### src/rtl/rr_arbiter4.sv
// Four-requester round-robin arbiter with grant locking; grant passes on done or owner withdrawal.
// Define ARB_TIMEOUT_EN to force a release (and pulse timeout) once an owner has held MAX_HOLD cycles.
module rr_arbiter4 #(
   parameter int MAX_HOLD = 16,
   parameter int CNT_W    = 8
) (
   input  logic       clk,
   input  logic       reset,
   input  logic [3:0] req,
   input  logic       done,
   output logic [3:0] grant,
   output logic [1:0] grant_id,
   output logic       busy,
   output logic       timeout
);

   localparam logic [0:0] ST_IDLE = 1'b0;
   localparam logic [0:0] ST_BUSY = 1'b1;

   localparam logic [CNT_W-1:0] CNT_ONE = CNT_W'(1);
   localparam logic [CNT_W-1:0] CNT_MAX = {CNT_W{1'b1}};

   generate
      if (MAX_HOLD < 2 || MAX_HOLD > 255 || (MAX_HOLD >> CNT_W) != 0) begin : g_bad_cfg
         $error("rr_arbiter4: MAX_HOLD must be 2..255 and fit in CNT_W bits");
      end
   endgenerate

   logic [0:0]       state_q,    state_d;
   logic [1:0]       last_ptr_q, last_ptr_d;
   logic [3:0]       grant_q,    grant_d;
   logic [1:0]       grant_id_q, grant_id_d;
   logic             busy_q,     busy_d;
   logic             timeout_q,  timeout_d;
   logic [CNT_W-1:0] hold_cnt_q, hold_cnt_d;

   logic [3:0] pick_req;
   logic [1:0] pick_idx;
   logic [1:0] pick_id;
   logic       pick_found;
   logic [3:0] pick_onehot;
   logic       owner_req;
   logic       to_hit;
   logic       release_now;

`ifdef ARB_TIMEOUT_EN
   assign to_hit = (state_q == ST_BUSY) && (hold_cnt_q == CNT_W'(MAX_HOLD));
`else
   assign to_hit = 1'b0;
`endif

   assign owner_req   = req[grant_id_q];
   assign release_now = done || !owner_req || to_hit;

   // In BUSY the owner is masked out so any other requester wins first.
   always_comb begin
      pick_req = req;
      if (state_q == ST_BUSY) begin
         pick_req = req & ~grant_q;
      end
   end

   // Rotated priority search: last_ptr+1, +2, +3, then last_ptr itself.
   always_comb begin
      pick_id    = 2'd0;
      pick_found = 1'b0;
      pick_idx   = 2'd0;
      for (int k = 1; k <= 4; k++) begin
         pick_idx = last_ptr_q + 2'(k);
         if (!pick_found && pick_req[pick_idx]) begin
            pick_id    = pick_idx;
            pick_found = 1'b1;
         end
      end
   end

   genvar gi;
   generate
      for (gi = 0; gi < 4; gi++) begin : g_dec
         assign pick_onehot[gi] = (pick_id == 2'(gi));
      end
   endgenerate

   always_comb begin
      state_d    = state_q;
      last_ptr_d = last_ptr_q;
      grant_d    = grant_q;
      grant_id_d = grant_id_q;
      busy_d     = busy_q;
      timeout_d  = 1'b0;
      hold_cnt_d = hold_cnt_q;

      case (state_q)
         ST_IDLE: begin
            if (pick_found) begin
               state_d    = ST_BUSY;
               grant_d    = pick_onehot;
               grant_id_d = pick_id;
               last_ptr_d = pick_id;
               busy_d     = 1'b1;
               hold_cnt_d = CNT_ONE;
            end
         end
         default: begin
            if (release_now) begin
               timeout_d = to_hit;
               if (pick_found) begin
                  grant_d    = pick_onehot;
                  grant_id_d = pick_id;
                  last_ptr_d = pick_id;
                  hold_cnt_d = CNT_ONE;
               end else if (owner_req && done) begin
                  hold_cnt_d = CNT_ONE;
               end else begin
                  state_d    = ST_IDLE;
                  grant_d    = 4'b0000;
                  busy_d     = 1'b0;
                  hold_cnt_d = '0;
               end
            end else if (hold_cnt_q != CNT_MAX) begin
               hold_cnt_d = hold_cnt_q + CNT_ONE;
            end
         end
      endcase
   end

   always_ff @(posedge clk or posedge reset) begin
      if (reset) begin
         state_q    <= ST_IDLE;
         last_ptr_q <= 2'd3;
         grant_q    <= 4'b0000;
         grant_id_q <= 2'd0;
         busy_q     <= 1'b0;
         timeout_q  <= 1'b0;
         hold_cnt_q <= '0;
      end else begin
         state_q    <= state_d;
         last_ptr_q <= last_ptr_d;
         grant_q    <= grant_d;
         grant_id_q <= grant_id_d;
         busy_q     <= busy_d;
         timeout_q  <= timeout_d;
         hold_cnt_q <= hold_cnt_d;
      end
   end

   assign grant    = grant_q;
   assign grant_id = grant_id_q;
   assign busy     = busy_q;
   assign timeout  = timeout_q;

endmodule

### config.mk
export PLATFORM = sky130hd
export DESIGN_NAME = rr_arbiter4
export DESIGN_NICKNAME = d
export VERILOG_FILES = /design/src/rtl/rr_arbiter4.sv
export SDC_FILE = /design/constraint.sdc
export NUM_CORES = 1
export LEC_CHECK = 0
export ABC_AREA = 1
export BUFFER_PORTS_ARGS = -buffer_cell sky130_fd_sc_hd__buf_2
export CORE_MARGIN = 4
export CORE_UTILIZATION = 57
export CTS_CLUSTER_DIAMETER = 80
export DETAILED_ROUTE_END_ITERATION = 10
export PLACE_DENSITY = 0.89
export SLEW_MARGIN = 25
export SYNTH_ARGS = -nofsm -noshare
export SYNTH_HDL_FRONTEND = slang
export SYNTH_SLANG_ARGS = --single-unit
### constraint.sdc
create_clock -name clk -period 2.45 [get_ports clk]
set_input_delay 0.1225 -clock clk [delete_from_list [all_inputs] [get_ports clk]]
set_output_delay 0.1225 -clock clk [all_outputs]
set_load 0.02 [all_outputs]
# --- After elaboration in Yosys (flattened, before gate mapping) ---
# Cells that the tools add are included.
word_totals:
  out_inout_bits: 8
  ff_bits: 10
  word_cells: 74
op_classes:
  muxes: 40
  n_bitwise: 2
  magnitude_cmp: 5
  addsub: 3
  n_reduce_logical: 13
  n_eq_ne: 6
op_table:
  columns: ["op", "n"]
  rows:
  - ["4-bit 2-to-1 mux", 6]
  - ["2-bit 2-to-1 mux", 10]
  - ["1-bit 2-to-1 mux", 19]
  - ["2-bit by 3-bit < comparator with 1-bit output, second input constant", 5]
  - ["1-bit binary-select mux with 2-bit select", 5]
  - ["2-bit adder, second input constant", 2]
  - ["4-bit bitwise AND", 1]
  - ["2-bit equality test, second input constant", 2]
  - ["1-bit logical AND", 4]
  - ["1-bit zero test", 4]
  - ["4-bit inverter", 1]
  - ["4-bit AND reduction", 1]
  - ["3-bit != test, second input constant", 1]
  - ["3-bit AND reduction", 1]
  - ["2-bit by 1-bit adder with 2-bit output, second input constant", 1]
  - ["2-bit by 1-bit equality test with 1-bit output, second input constant", 1]
  - ["2-bit zero test", 1]
  - ["2-bit by 1-bit != test with 1-bit output, second input constant", 1]
  - ["2-bit != test, second input constant", 1]
  - ["2-bit nonzero test", 1]
  - ["1-bit logical OR", 1]

# --- Logic depth before layout (Yosys ltp) ---
# Gate-level depths: netlist of run 1.
depth:
  word_depth: 19
  mapped_depth: 12
  ltp_nobuf: 12

# --- Least setup slack after synthesis of run 1 ---
# No wires, ideal clock.
synth_path:
  path_kind: "register to register"
  startpoint: "reg last_ptr_q[0]"
  endpoint: "reg grant_q[0], in the netlist grant[0]"
  t_arrival_ns: 1.422
  slack_ns: 0.911
  setup_time_ns: 0.116
  stages_incl_launch_ff: 10
  cell_sequence: "dfstp_2 -> inv_4 -> nand3_2 -> nand3_1 -> nand2_4 -> nand4_4 -> a21oi_4 -> nor2_2 -> nand2_1 -> nand2_1"
synth_between:
  elab_chain_cells: 17
synth_rtl:
  columns: ["item", "line", "rtl"]
  rows:
  - ["start: declaration", "30", "logic [1:0] last_ptr_q, last_ptr_d;"]
  - ["start signal: assignment", "138", "last_ptr_q <= last_ptr_d;"]
  - ["2-bit by 1-bit adder with 2-bit output", "69", "pick_idx = last_ptr_q + 2'(k);"]
  - ["1-bit binary-select mux with 2-bit select", "70", "if (!pick_found && pick_req[pick_idx]) begin"]
  - ["1-bit 2-to-1 mux (not written as such)", "70", null]
  - ["1-bit 2-to-1 mux", "70", null]
  - ["1-bit zero test", "70", null]
  - ["1-bit logical AND", "70", null]
  - ["1-bit 2-to-1 mux", "70", null]
  - ["1-bit zero test", "70", null]
  - ["1-bit logical AND", "70", null]
  - ["1-bit 2-to-1 mux", "70", null]
  - ["1-bit zero test", "70", null]
  - ["1-bit logical AND", "70", null]
  - ["2-bit 2-to-1 mux", "70", null]
  - ["2-bit zero test", "80", "assign pick_onehot[gi] = (pick_id == 2'(gi));"]
  - ["4-bit 2-to-1 mux", "107", "if (pick_found) begin"]
  - ["4-bit 2-to-1 mux", "105", "if (release_now) begin"]
  - ["4-bit 2-to-1 mux", "93", "case (state_q)"]
  - ["end signal: assignment", "139", "grant_q <= grant_d;"]
  - ["end: declaration", "31", "logic [3:0] grant_q, grant_d;"]
# Parallel ways exist; a longest one is shown, timed or not. The select of a mux whose other input is x is not followed.
# A chain may end at the register's enable or synchronous reset.

# --- Worst setup path after layout of run 1 ---
# Ends and elaborated chain as after synthesis.

==> flow_summary.ini, run 1 <==
[timing]
setup_tns_ns = 0
fin_skew_ns = 0.0150
setup_slack_ns = 0.609
finalCriticalPeriod_ns = 1.84
fin_crit_sh = 0.751
finalHoldViolCount = 0
timing.hold.ws_ns = 0.281
rsz0062_at_grt = false
finalMaxSlewViolations = 0
fmax_mhz = 543
finalSetupViolCount = 0

[place]
globalplace.congestion = 0.885
place_ws_ns = 0.696
io_buffer_count = 13
dpl_cell_area_sq_um = 897
hpwl_um = 1610

[die]
ioPinCount = 15
core_area_sq_mm = 0.00133
num_rows = 13
die_x_um = 45.9
start_util = 0.615
die_y_um = 45.9
dieArea_sq_mm = 0.00211

[worst_setup_path]
start_kind = flop
crit_path_end_kind = flop
required_ns = 2.67
worstSetupPathType = flop to flop
reg2regPathDepth = 10
critical_path.max_fanout = 7
cp.arrival_ns = 2.06

[clock_tree]
cts.clk_slew.worst_paths_ns = 0.08
htreeDepth = 1
cts_tree = built
clock_latency_ns = 0.29
cts_hold_buf = 1
cts_buffer_depth = 2
cts_resized = 0
numCtsBuffers = 3
cts.sink_count = 10
cts_root_buf = clkbuf_4
cts_setup_buffers = 0

[global_routing]
grt_pass1_vias = 844
grtUsageTotal = 0.250
grt_pass1_wl_um = 3680
grt_max_degree = 11
gr-total-overflow = 0
antenna_found_initial = 0

[synth]
synth_nets = 123
netlist_area_sq_um = 821
synthDistinctLibCells = 25
synth_warnings = 0
yosysSeqAreaShare = 0.308
syn_inst = 116
ys_ff_latch = 10
syn_area_per_cell_sq_um = 7.08

[worst_hold_path]
hold_path.class = primary input to flop
worstHoldPathCells = 4

[drt]
final_antenna_net_count = 0
vias_per_cell = 6.03
drtPass1Iterations = 4
initialDrtViolationCount = 43
post-route-drc-count = 0
vias = 893
drt-total-wl_um = 2190
routedWlPerCell_um = 14.8

[outcome]
status = finished, final reports clean

[cells_and_area]
stdcell_area_sq_um = 943
nets = 141
synthToLayoutAreaGrowth_pct = 14.9
n_antenna_cell = 0
drive_above_1_share = 0.338

[flow_run]
maxCapViolCount = 0
[layout by cell type (no fill, tap or decap), drive strengths merged]
cell type    netlist  final
nand2             50     50
nand3             20     20
buf                1     13
inv                9      9
dfrtp              8      8
nor2               7      7
o21ai              6      6
a21oi              5      5
nand4              4      4
clkbuf             0      4
dfstp              2      2
a31oi              1      1
a21boi             1      1
or2                1      1
conb               1      1
dlygate4sd3        0      1
[path summary, 6_finish.rpt]
kind,startpoint,endpoint,slack (ns)
setup / recovery,last_ptr_q[0],grant[0],0.61
hold / removal,done,last_ptr_q[1],0.28
setup reg to reg,last_ptr_q[0],grant[0],0.61
hold reg to reg,grant[3],grant[3],0.54
max in group asynchronous,reset,last_ptr_q[0],1.78
min in group asynchronous,reset,grant_id[1],0.36
[final cells by class]
| class | count | area (sq um) |
|---|---|---|
| sequential | 10 | 253 |
| timing repair buffer | 14 | 75.1 |
| tap | 15 | 18.8 |
| clock buffer | 4 | 36.3 |
| fill | 111 | 390 |
| inverter | 9 | 36.3 |
| multi-input combinational | 96 | 524 |
[stage by stage]
stage	std cells	utilization
2_1_floorplan	116	-
3_3_place_gp	143	0.673
3_5_place_dp	143	0.673
4_1_cts	148	0.707
5_1_grt	148	0.707
6_report	148	0.707
[Yosys cell counts (all sizes together)]
| master | n | share of area |
|---|---|---|
| a21oi | 5 | 0.044 |
| or2 | 1 | 0.0076 |
| nand3 | 20 | 0.16 |
| nand4 | 4 | 0.049 |
| nand2 | 50 | 0.26 |
| a31oi | 1 | 0.0076 |
| conb | 1 | 0.0046 |
| o21ai | 6 | 0.041 |
| a21boi | 1 | 0.014 |
| dfrtp | 8 | 0.24 |
| nor2 | 7 | 0.044 |
| dfstp | 2 | 0.064 |
| inv | 9 | 0.044 |
| buf | 1 | 0.0091 |
[flip-flops by register name, indices dropped and copies added, names as in the netlist]
name and cells:
grant 4, busy 1, state_q 1, last_ptr_q 2
grant_id 2
[kinds of logic (layout without fill, tap and decap cells)]
| group | Yosys count | after routing | share of synthesized area |
|---|---|---|---|
| flops | 10 | 10 | 0.308 |
| simple gates | 82 | 82 | 0.527 |
| other cells | 1 | 1 | 0.00457 |
| compound gates | 13 | 13 | 0.107 |
| buf+inv | 10 | 27 | 0.0534 |
[critical path: stages, from the launching register on]
cell,delay (ns)
dfstp_2,0.63
nand3_1,0.20
nand2_1,0.17
nand2_1,0.10
a21boi_2,0.14
nand2_1,0.06
nand2_1,0.07
nand2_2,0.08
nor2_2,0.14
nand2_1,0.08
nand2_1,0.09
[routing by layer]
metal	vias up	track usage	share of wire
met5	-	0	0
met4	0	0.131	0.024
met3	10	0.0791	0.083
met2	44	0.407	0.50
met1	422	0.289	0.39
li1	417	-	-
Power of run 1 is not shown: default switching activity piles up to over one toggle a cycle in this logic, so the estimate is an artifact.
==> run 2: changes to the inputs <==
CORE_UTILIZATION = 48   (was 57)
PLACE_DENSITY = 0.81   (was 0.89)
clock period = 1.6 ns   (was 2.45 ns; I/O delays follow)
==> flow_summary.ini, run 2 (synthesized netlist as in run 1, its figures left out) <==
[place]
globalplace.congestion = 0.810
hpwl_um = 1560
place_ws_ns = -0.0822
io_buffer_count = 13

[drt]
initialDrtViolationCount = 72
drt-total-wl_um = 2060
vias = 878
final_antenna_net_count = 0
routedWlPerCell_um = 13.1
post-route-drc-count = 0
drtPass1Iterations = 4
vias_per_cell = 5.59

[worst_setup_path]
start_kind = flop
critical_path.max_fanout = 7
r2r_start = last_ptr_q[0]
rr_endpoint = last_ptr_q[0]
crit_path_end_kind = flop
cp.arrival_ns = 1.89
reg2reg_slack_ns = -0.11
worstSetupPathType = flop to flop
reg2regPathDepth = 11
required_ns = 1.78

[die]
die_y_um = 49.4
die_x_um = 49.4
ioPinCount = 15
num_rows = 14
start_util = 0.526
dieArea_sq_mm = 0.00244
core_area_sq_mm = 0.00156

[cells_and_area]
drive_above_1_share = 0.440
final_cell_mix = 39 x nand2_1, 13 x nand3_2, 13 x buf_2
nets = 149
final_common_cell = nand2_1
largest_reg_flops = 4
n_antenna_cell = 0
utilization = 0.681
synthToLayoutAreaGrowth_pct = 29.4

[clock_tree]
cts_buffer_depth = 2
cts.clk_slew.worst_paths_ns = 0.06
htreeDepth = 1
cts.sink_count = 10
clock_latency_ns = 0.26
cts_tree = built
cts_root_buf = clkbuf_4
numCtsBuffers = 3

[global_routing]
grtUsageTotal = 0.182
grt_pass1_vias = 834
antenna_found_initial = 0
gr-total-overflow = 0
grt_pass1_wl_um = 3530
grt_max_degree = 11

[timing]
rsz0062_at_grt = true
finalSetupViolCount = 9
finalHoldViolCount = 0
finalCriticalPeriod_ns = 1.71
setup_slack_ns = -0.109
timing.hold.ws_ns = 0.220
finalMaxSlewViolations = 0
fmax_mhz = 585
fin_crit_sh = 1.07
fin_skew_ns = 0.00227

[outcome]
violations = negative setup slack
status = complete, but fails checks

[flow_run]
maxCapViolCount = 0

[worst_hold_path]
hold_path.class = primary input to flop
worstHoldPathCells = 4
min_from = done
holdPathEnd = last_ptr_q[1]
==> run 2: layer usage <==
metal  GRT usage  up-vias  wire length (um)
li1            -      432                 -
met1       0.213      398               851
met2       0.337       39              1050
met3      0.0214        9               112
met4      0.0569        0                44
met5           0        -                 0
==> run 2: layout make-up <==
| type | instances | area [sq um] |
|---|---|---|
| Clock buffer | 4 | 36.3 |
| Fill cell | 119 | 497 |
| Inverter | 9 | 36.3 |
| Multi-Input combinational cell | 96 | 582 |
| Sequential cell | 10 | 253 |
| Tap cell | 16 | 20.0 |
| Timing Repair Buffer | 22 | 135 |
==> run 2: how the worst max path moves through the flow <==
stage,end,slack (ns),from
5_1_grt,grant[0],-0.23,last_ptr_q[0]
6_report,last_ptr_q[0],-0.11,last_ptr_q[0]
3_3_place_gp,grant[0],-0.05,last_ptr_q[0]
2_1_floorplan,grant[0],0.06,last_ptr_q[0]
3_5_place_dp,grant[0],-0.08,last_ptr_q[0]
4_1_cts,last_ptr_q[0],-0.08,last_ptr_q[0]
==> run 2: repair_timing <==
action,4_1_cts,5_1_grt
hold buffers,1,0
pin swaps,2,0
gates resized for setup,11,1
endpoints found under the setup margin,9,10
setup buffers,1,0
endpoints found under the hold margin,8,0
==> run 2: metrics by stage <==
step | std cells | TNS, ns | area, sq um
2_1_floorplan | 116 | 0 | 821
3_3_place_gp | 151 | -0.144 | 951
3_5_place_dp | 151 | -0.384 | 951
4_1_cts | 157 | -0.535 | 1060
5_1_grt | 157 | -1.90 | 1060
6_report | 157 | -0.741 | 1060
==> run 2: worst max-delay path, stage by stage (launching register included) <==
cell	delay, ns
dfstp_2	0.62
nand3_1	0.19
nand2_2	0.13
nand2_1	0.08
nand2_1	0.07
nor2_1	0.04
nor2_1	0.08
nand2_1	0.08
nand2_2	0.10
inv_1	0.07
nand2_1	0.07
o21ai_0	0.10
Power of run 2 is left out for the same reason.
